## src/rtl/uart_rx_fifo.sv

```systemverilog
// 8N1 UART receiver with majority-vote mid-bit sampling, sticky error flags and a
// first-word-fall-through byte FIFO drained through a valid/ready port.
`timescale 1ns/1ps
module uart_rx_fifo #(
    parameter int CLKS_PER_BIT = 100,
    parameter int FIFO_AW      = 4
) (
    input  logic               clk,
    input  logic               rst_n,
    input  logic               rs232_rx,
    output logic [7:0]         rx_data,
    output logic               rx_valid,
    input  logic               rx_ready,
    output logic [FIFO_AW:0]   rx_level,
    output logic               frame_err,
    output logic               overflow,
    output logic               break_det,
    input  logic               err_clr
);

    // Handshake: a byte transfers on every rising clk edge where rx_valid && rx_ready;
    // rx_valid never depends on rx_ready and the head byte stays stable until taken.

    localparam int MID   = CLKS_PER_BIT / 2;
    localparam int DEPTH = 1 << FIFO_AW;

    localparam logic [15:0] CNT_S0   = 16'(MID - 1);
    localparam logic [15:0] CNT_S1   = 16'(MID);
    localparam logic [15:0] CNT_S2   = 16'(MID + 1);
    localparam logic [15:0] CNT_LAST = 16'(CLKS_PER_BIT - 1);
    localparam logic [FIFO_AW:0] PTR_ONE = {{FIFO_AW{1'b0}}, 1'b1};

    typedef enum logic [2:0] {
        ST_IDLE,
        ST_START,
        ST_DATA,
        ST_STOP,
        ST_WAIT_IDLE
    } state_t;

    // Reset: asserted asynchronously, released two clocks after rst_n rises.
    logic [1:0] rst_pipe_q;
    logic [1:0] rst_pipe_d;
    logic       rst_int_n;

    always_comb begin
        rst_pipe_d = {rst_pipe_q[0], 1'b1};
    end

    always_ff @(posedge clk or negedge rst_n) begin
        if (!rst_n) begin
            rst_pipe_q <= 2'b00;
        end else begin
            rst_pipe_q <= rst_pipe_d;
        end
    end

    assign rst_int_n = rst_pipe_q[1];

    logic rx_meta_q, rx_meta_d;
    logic rxs_q, rxs_d;

    always_comb begin
        rx_meta_d = rs232_rx;
        rxs_d     = rx_meta_q;
    end

    always_ff @(posedge clk or negedge rst_int_n) begin
        if (!rst_int_n) begin
            rx_meta_q <= 1'b1;
            rxs_q     <= 1'b1;
        end else begin
            rx_meta_q <= rx_meta_d;
            rxs_q     <= rxs_d;
        end
    end

    state_t      state_q, state_d;
    logic [15:0] cnt_q, cnt_d;
    logic [2:0]  bit_idx_q, bit_idx_d;
    logic [7:0]  shreg_q, shreg_d;
    logic [1:0]  samp_q, samp_d;
    logic        maj;
    logic        push_req;
    logic        frame_set;
    logic        break_set;

    // Third vote is the live sample taken at CNT_S2.
    assign maj = (samp_q[0] & samp_q[1]) | (samp_q[0] & rxs_q) | (samp_q[1] & rxs_q);

    always_comb begin
        state_d   = state_q;
        cnt_d     = cnt_q;
        bit_idx_d = bit_idx_q;
        shreg_d   = shreg_q;
        samp_d    = samp_q;
        push_req  = 1'b0;
        frame_set = 1'b0;
        break_set = 1'b0;

        if (cnt_q == CNT_S0) samp_d[0] = rxs_q;
        if (cnt_q == CNT_S1) samp_d[1] = rxs_q;

        case (state_q)
            ST_IDLE: begin
                cnt_d = 16'd0;
                if (!rxs_q) state_d = ST_START;
            end
            ST_START: begin
                cnt_d = cnt_q + 16'd1;
                if (cnt_q == CNT_S2 && maj) begin
                    state_d = ST_IDLE;
                    cnt_d   = 16'd0;
                end else if (cnt_q == CNT_LAST) begin
                    // Data bit periods are aligned to bit boundaries so their mid-bit votes line up.
                    state_d   = ST_DATA;
                    cnt_d     = 16'd0;
                    bit_idx_d = 3'd0;
                end
            end
            ST_DATA: begin
                cnt_d = cnt_q + 16'd1;
                if (cnt_q == CNT_S2) shreg_d = {maj, shreg_q[7:1]};
                if (cnt_q == CNT_LAST) begin
                    cnt_d = 16'd0;
                    if (bit_idx_q == 3'd7) begin
                        state_d = ST_STOP;
                    end else begin
                        bit_idx_d = bit_idx_q + 3'd1;
                    end
                end
            end
            ST_STOP: begin
                cnt_d = cnt_q + 16'd1;
                if (cnt_q == CNT_S2) begin
                    cnt_d = 16'd0;
                    if (maj) begin
                        push_req = 1'b1;
                        state_d  = ST_IDLE;
                    end else begin
                        frame_set = 1'b1;
                        break_set = (shreg_q == 8'h00);
                        state_d   = ST_WAIT_IDLE;
                    end
                end
            end
            ST_WAIT_IDLE: begin
                cnt_d = 16'd0;
                if (rxs_q) state_d = ST_IDLE;
            end
            default: begin
                state_d = ST_IDLE;
                cnt_d   = 16'd0;
            end
        endcase
    end

    always_ff @(posedge clk or negedge rst_int_n) begin
        if (!rst_int_n) begin
            state_q   <= ST_IDLE;
            cnt_q     <= 16'd0;
            bit_idx_q <= 3'd0;
            shreg_q   <= 8'h00;
            samp_q    <= 2'b11;
        end else begin
            state_q   <= state_d;
            cnt_q     <= cnt_d;
            bit_idx_q <= bit_idx_d;
            shreg_q   <= shreg_d;
            samp_q    <= samp_d;
        end
    end

    logic [7:0]       mem_q [DEPTH];
    logic [7:0]       mem_d [DEPTH];
    logic [FIFO_AW:0] wr_ptr_q, wr_ptr_d;
    logic [FIFO_AW:0] rd_ptr_q, rd_ptr_d;
    logic             fifo_empty;
    logic             fifo_full;
    logic             do_pop;
    logic             do_push;
    logic             ovf_set;

    assign fifo_empty = (wr_ptr_q == rd_ptr_q);
    assign fifo_full  = (wr_ptr_q[FIFO_AW] != rd_ptr_q[FIFO_AW]) &&
                        (wr_ptr_q[FIFO_AW-1:0] == rd_ptr_q[FIFO_AW-1:0]);
    assign do_pop     = !fifo_empty && rx_ready;
    // A simultaneous pop frees the slot, so a push into a full FIFO still lands.
    assign do_push    = push_req && (!fifo_full || do_pop);
    assign ovf_set    = push_req && fifo_full && !do_pop;

    always_comb begin
        mem_d    = mem_q;
        wr_ptr_d = wr_ptr_q;
        rd_ptr_d = rd_ptr_q;
        if (do_push) begin
            mem_d[wr_ptr_q[FIFO_AW-1:0]] = shreg_q;
            wr_ptr_d = wr_ptr_q + PTR_ONE;
        end
        if (do_pop) rd_ptr_d = rd_ptr_q + PTR_ONE;
    end

    always_ff @(posedge clk or negedge rst_int_n) begin
        if (!rst_int_n) begin
            for (int i = 0; i < DEPTH; i++) mem_q[i] <= 8'h00;
            wr_ptr_q <= '0;
            rd_ptr_q <= '0;
        end else begin
            mem_q    <= mem_d;
            wr_ptr_q <= wr_ptr_d;
            rd_ptr_q <= rd_ptr_d;
        end
    end

    logic frame_err_q, frame_err_d;
    logic overflow_q, overflow_d;
    logic break_det_q, break_det_d;

    // Clear first so a same-cycle error event wins over err_clr.
    always_comb begin
        frame_err_d = err_clr ? 1'b0 : frame_err_q;
        overflow_d  = err_clr ? 1'b0 : overflow_q;
        break_det_d = err_clr ? 1'b0 : break_det_q;
        if (frame_set) frame_err_d = 1'b1;
        if (ovf_set)   overflow_d  = 1'b1;
        if (break_set) break_det_d = 1'b1;
    end

    always_ff @(posedge clk or negedge rst_int_n) begin
        if (!rst_int_n) begin
            frame_err_q <= 1'b0;
            overflow_q  <= 1'b0;
            break_det_q <= 1'b0;
        end else begin
            frame_err_q <= frame_err_d;
            overflow_q  <= overflow_d;
            break_det_q <= break_det_d;
        end
    end

    assign rx_data   = mem_q[rd_ptr_q[FIFO_AW-1:0]];
    assign rx_valid  = !fifo_empty;
    assign rx_level  = wr_ptr_q - rd_ptr_q;
    assign frame_err = frame_err_q;
    assign overflow  = overflow_q;
    assign break_det = break_det_q;

endmodule

```

## config.mk

```make
export PLATFORM = sky130hd
export DESIGN_NAME = uart_rx_fifo
export DESIGN_NICKNAME = d
export VERILOG_FILES = /design/src/rtl/uart_rx_fifo.sv
export SDC_FILE = /design/constraint.sdc
export NUM_CORES = 1
export LEC_CHECK = 0
export BUFFER_PORTS_ARGS = -buffer_cell sky130_fd_sc_hd__buf_2
export CAP_MARGIN = 10
export CORE_ASPECT_RATIO = 1.5
export CORE_MARGIN = 3
export CORE_UTILIZATION = 40
export DETAILED_ROUTE_END_ITERATION = 6
export PLACE_DENSITY = 0.59
export SLEW_MARGIN = 10
export SYNTH_ARGS = -nofsm -noshare
export SYNTH_HDL_FRONTEND = slang
export SYNTH_SLANG_ARGS = --single-unit
export TNS_END_PERCENT = 30
```

## constraint.sdc

```tcl
create_clock -name clk -period 5.2 [get_ports clk]
set_clock_uncertainty 0.2 [all_clocks]
set_input_delay 0 -clock clk [delete_from_list [all_inputs] [get_ports clk]]
set_output_delay 0 -clock clk [all_outputs]
set_load 0.03 [all_outputs]
```

=== Word level (Yosys, flattened, before mapping) ===
Cells that the tools add are included.
Widths: inputs -> output; s select.

* Output and inout port bits: 17
* Memory bits (read-only): 0
* RAM bits: 0
* Input bits: 5
* Memories kept: 0
* Flip-flop bits (word level): 177
* Word-level logic and storage cells: 123
* Latch bits: 0

* Add/subtract/negate cells: 5
* Bitwise operators: 7
* Multipliers: 0
* Divide/modulo/power cells: 0
* Reductions and logical operators: 20
* Mux-type cells: 37
* Order comparisons: 3
* Equality and inequality tests: 21
* Shift operators: 0

{| class="wikitable"
|+ Operators with widths
! cell !! number
|-
| $bwmux 128 || 1
|-
| $eq 16x6->1 const B || 3
|-
| $mux 16 || 3
|-
| $pmux 16 s3 || 1
|-
| $mux 3 || 12
|-
| $bmux 8 s4 || 1
|-
| $demux 8 s4 || 1
|-
| $mux 8 || 3
|-
| $add 16x1->16 const B || 1
|-
| $eq 16x7->1 const B || 1
|-
| $ne 2x2->1 const B || 8
|-
| $pmux 3 s5 || 1
|-
| $mux 1 || 13
|-
| $add 5x1->5 const B || 2
|-
| $ge 5x5->1 const B || 2
|-
| $not 4->5 || 2
|-
| $logic_not 8->1 || 1
|-
| $reduce_bool 2->1 || 4
|-
| $logic_and 1x1->1 || 7
|-
| $eq 3x2->1 const B || 2
|-
| $eq 3x3->1 const B || 2
|-
| $pmux 3 s2 || 1
|-
| $reduce_and 6->1 || 1
|-
| $eq 5x5->1 || 1
|-
| other kinds (14) || 19
|}

=== Depth between registers and ports, before layout ===
* Word-level depth: 9
* Depth in mapped cells: 10
* Gate-level depth less buffers: 7

=== Least setup slack after synthesis ===
No wires, ideal clock.

* Kind: register to register
* Start: reg rd_ptr_q[1]
* End: reg mem_q[64] (netlist bit)
* Clock period less this slack: 3.297 ns
* Library setup time: 0.125 ns
* Path slack: 1.903 ns
* Data arrival time: 2.972 ns
* Data required time: 4.875 ns
* Cell stages (with the launch flop): 11
* Path buffers: 3
* Cell sequence: dfrtp_1 clkbuf_1 buf_1 inv_1 ha_1 and4_1 or3b_2 clkbuf_1 nand4_4 nor2_2 mux2_2

* Cells in the longest elaborated chain, start to end: 5
* Elaborated cells on any way between the ends: 8
* Those cells by class: eq/ne: 2; reduce/logical: 6

{| class="wikitable"
|+ Ends and longest elaborated chain
! what !! RTL line !! source
|-
| start, declared || 177 || <nowiki>logic [FIFO_AW:0] rd_ptr_q, rd_ptr_d;</nowiki>
|-
| start signal, assigned || 211 || <nowiki>rd_ptr_q <= rd_ptr_d;</nowiki>
|-
| $eq 5x5->1 / $eq 4x4->1 (equally long branches) || 184, 186 ||
|-
| $logic_not 1->1 / $logic_and 1x1->1 (equally long branches) || 187, 185 ||
|-
| $logic_and 1x1->1 / $logic_not 1->1 (equally long branches) || 187, 189 ||
|-
| $logic_or 1x1->1 (*) || 189 || <nowiki>assign do_push = push_req && (!fifo_full || do_pop);</nowiki>
|-
| $logic_and 1x1->1 (*) || 189 ||
|-
| end signal, assigned || 209 || <nowiki>mem_q <= mem_d;</nowiki>
|-
| end, declared || 174 || <nowiki>logic [7:0] mem_q [DEPTH];</nowiki>
|}

Every way passes the cells marked *; elsewhere a longest branch is shown, timed or not.
A chain may end at the register's enable or synchronous reset.

=== Final worst setup path ===
* Start: reg cnt_q[8]
* End: reg mem_q[96] (netlist bit)

* Cells in the longest elaborated chain, start to end: 4

{| class="wikitable"
|+ Ends and longest elaborated chain
! what !! RTL line !! source
|-
| start, declared || 79 || <nowiki>logic [15:0] cnt_q, cnt_d;</nowiki>
|-
| start signal, assigned || 167 || <nowiki>cnt_q <= cnt_d;</nowiki>
|-
| $eq 16x6->1 || 135 || <nowiki>if (cnt_q == CNT_S2) begin</nowiki>
|-
| $mux 1 || 135 ||
|-
| $mux 1 || 104 || <nowiki>case (state_q)</nowiki>
|-
| $logic_and 1x1->1 || 189 ||
|}

No other way between the ends.

==> results.yml <==
synthesis:
  yosysWarnings: 0
  syn_inst: 587
  ys_ff_latch: 177
  seq_area_frac_synth_pct: 52.5
  syn_avg_cell_area_um2: 14.4
  syn_nets: 607
  async_flop_share_pct: 100
  synth_edf_count: 0
  yosysUniqueCellTypes: 51
  netlist_area_um2: 8440
  synth_flop_cell: "dfrtp_1"
finish:
  n_antenna_cell: 0
  finish.utilization_pct: 45.7
  finalNetCount: 619
  drive_gt1_share_pct: 43.3
  fill_cells: 1843
  final_common_cell: "dfrtp_1"
  final_cell_mix: "dfrtp_1 (171), mux2_2 (134), mux4_2 (40), buf_2 (21), nor3_1 (20)"
  syn2layout_area_growth_pct: 11.4
  design_area_um2: 9400
sta:
  slew_violations: 0
  tightestPinTransition_ns: 0.867
  finalSetupTns_ns: 0
  finalHoldViolCount: 0
  final.period_utilization_pct: 64.4
  fin_crit_ns: 3.35
  setup_viol: 0
  setup_ws_ns: 1.85
  relSlewSlack_pct: 42.0
  fmax_mhz: 299
  rsz0062_at_grt: "false"
clocking:
  cts.clk_slew.worst_paths_ns: 0.07
  htreeDepth: 4
  clock-sinks: 177
  cts_tree: "yes"
  postCtsSetupRepairBufs: 0
  cts_buffer_depth: 2
  numCtsBuffers: 17
  clkLatencyLatePin_ns: 0.43
  root_buffer: "clkbuf_16"
drt:
  vias_per_cell: 5.39
  first_pass_iters: 4
  wl_per_cell_um: 20.1
  vias: 4725
  drt_iter0_drc: 233
  routed_wl_um: 17600
  antenna_left: 0
  drc: 0
power_and_ir_drop:
  finalPower_w: 0.00353
  p_leak_nw: 4.38
  ir_drop_mv: 0.270
  powerDensity_nw_per_um2: 375
die:
  start_util_pct: 41.0
  die_area_um2: 22900
  coreArea_um2: 20600
  fp.dieW_um: 125
  ios: 22
  std_cell_rows: 64
  die_h_um: 184
critical_path:
  critPathKind: "flip-flop to flip-flop"
  crit_path_end_kind: "flip-flop"
  cp-start-kind: "flip-flop"
  arrival_ns: 3.47
  cp.required_ns: 5.32
  cp_max_fo: 8
placed_design:
  dpl_cell_area_um2: 8770
  place.gp.congestion: 0.789
  port_buffers: 21
  dp_hpwl_um: 12100
  post-place-ws_ns: 1.80
global_route:
  grt_pass1_vias: 5321
  antenna_found_initial: 0
  grt_overflow_total: 0
  grt_use_total_pct: 16.4
  grt_pass1_wl_um: 29200
  grt_max_degree: 62
status:
  outcome: "completed"
run:
  drv_cap: 0
hold_path:
  hold_class: "input port to flip-flop"
layout make-up:
cell class | instances | area [µm²] | area share, %
repair buffers | 31 | 195 | 2.08
flip-flops and latches | 177 | 4440 | 47.2
multi-input cells | 354 | 3800 | 40.4
clock buffers | 17 | 425 | 4.52
inverters | 18 | 67.6 | 0.719
well taps | 264 | 330 | 3.51
clock inverters | 15 | 148 | 1.57
logic make-up after synthesis:
logic type,share of synthesized area [%]
simple gates,8.76
flops,52.5
mux,29.4
compound gates,1.60
fa+ha+maj,2.43
buf+inv,2.50
other cells,0.0444
xor+xnor,2.70
layer usage:
| layer | global-route usage (%) | wire (µm) |
|---|---|---|
| met1 | 18.6 | 7030 |
| met2 | 30.2 | 9730 |
| met4 | 6.14 | 406 |
| met5 | 0 | 0 |
| met3 | 3.40 | 414 |
report_power, final:
group	switching (W)	internal (W)
logic	0.000432	0.000294
clock network	0.000573	0.000675
registers	0.000111	0.00144
per-stage QoR:
| step | instances | hold slack, ns |
|---|---|---|
| floorplan | 587 | -0.496 |
| global placement | 838 | -0.414 |
| detailed placement | 838 | -0.413 |
| CTS | 876 | 0.105 |
| global route | 876 | 0.153 |
| finish | 876 | 0.124 |
timing repair:
action,CTS,global route
hold endpoints to repair,11,0
resized for setup,0,0
hold buffers,6,0
cell usage after synthesis, drive strengths merged, types with 5 or more instances:
cell type | n | share of area (%)
inv | 18 | 0.80
ha | 14 | 2.1
mux4 | 40 | 11
nor4 | 5 | 0.55
nand4 | 9 | 1.4
mux2 | 139 | 19
xnor2 | 17 | 1.8
dfrtp | 173 | 51
buf | 18 | 0.81
nor3 | 25 | 2.1
xor2 | 9 | 0.93
nor2 | 20 | 1.3
clkbuf | 20 | 0.89
nand3 | 8 | 0.47
nand2 | 18 | 0.80
and3 | 5 | 0.37
sequential cells by signal, summed over array words and instances, names as in the netlist:
signal      count
bit_idx_q       3
break_det       1
cnt_q          16
frame_err       1
mem_q         128
overflow        1
rd_ptr_q        5
rst_pipe_q      2
rx_meta_q       1
rxs_q           1
samp_q          2
shreg_q         8
state_q         3
wr_ptr_q        5
path summary, 6_finish.rpt:
check	from	endpoint	slack [ns]	cells after the start
min in group asynchronous	rst_n	rst_pipe_q[1]	0.21	3
max reg2reg	cnt_q[8]	mem_q[96]	1.85	5
min	err_clr	frame_err	0.12	3
max	cnt_q[8]	mem_q[96]	1.85	5
max in group asynchronous	rst_pipe_q[1]	rd_ptr_q[0]	3.25	1
min reg2reg	rx_meta_q	rxs_q	0.16	0
critical path, stage by stage, from the launching register on:
cell and delay [ns]:
dfrtp_1 0.41, or4_1 0.65, nor4_4 0.73, nand4_4 0.31, nor3_4 0.53, mux2_2 0.40
No activity file was read; power rests on OpenSTA's default activity.
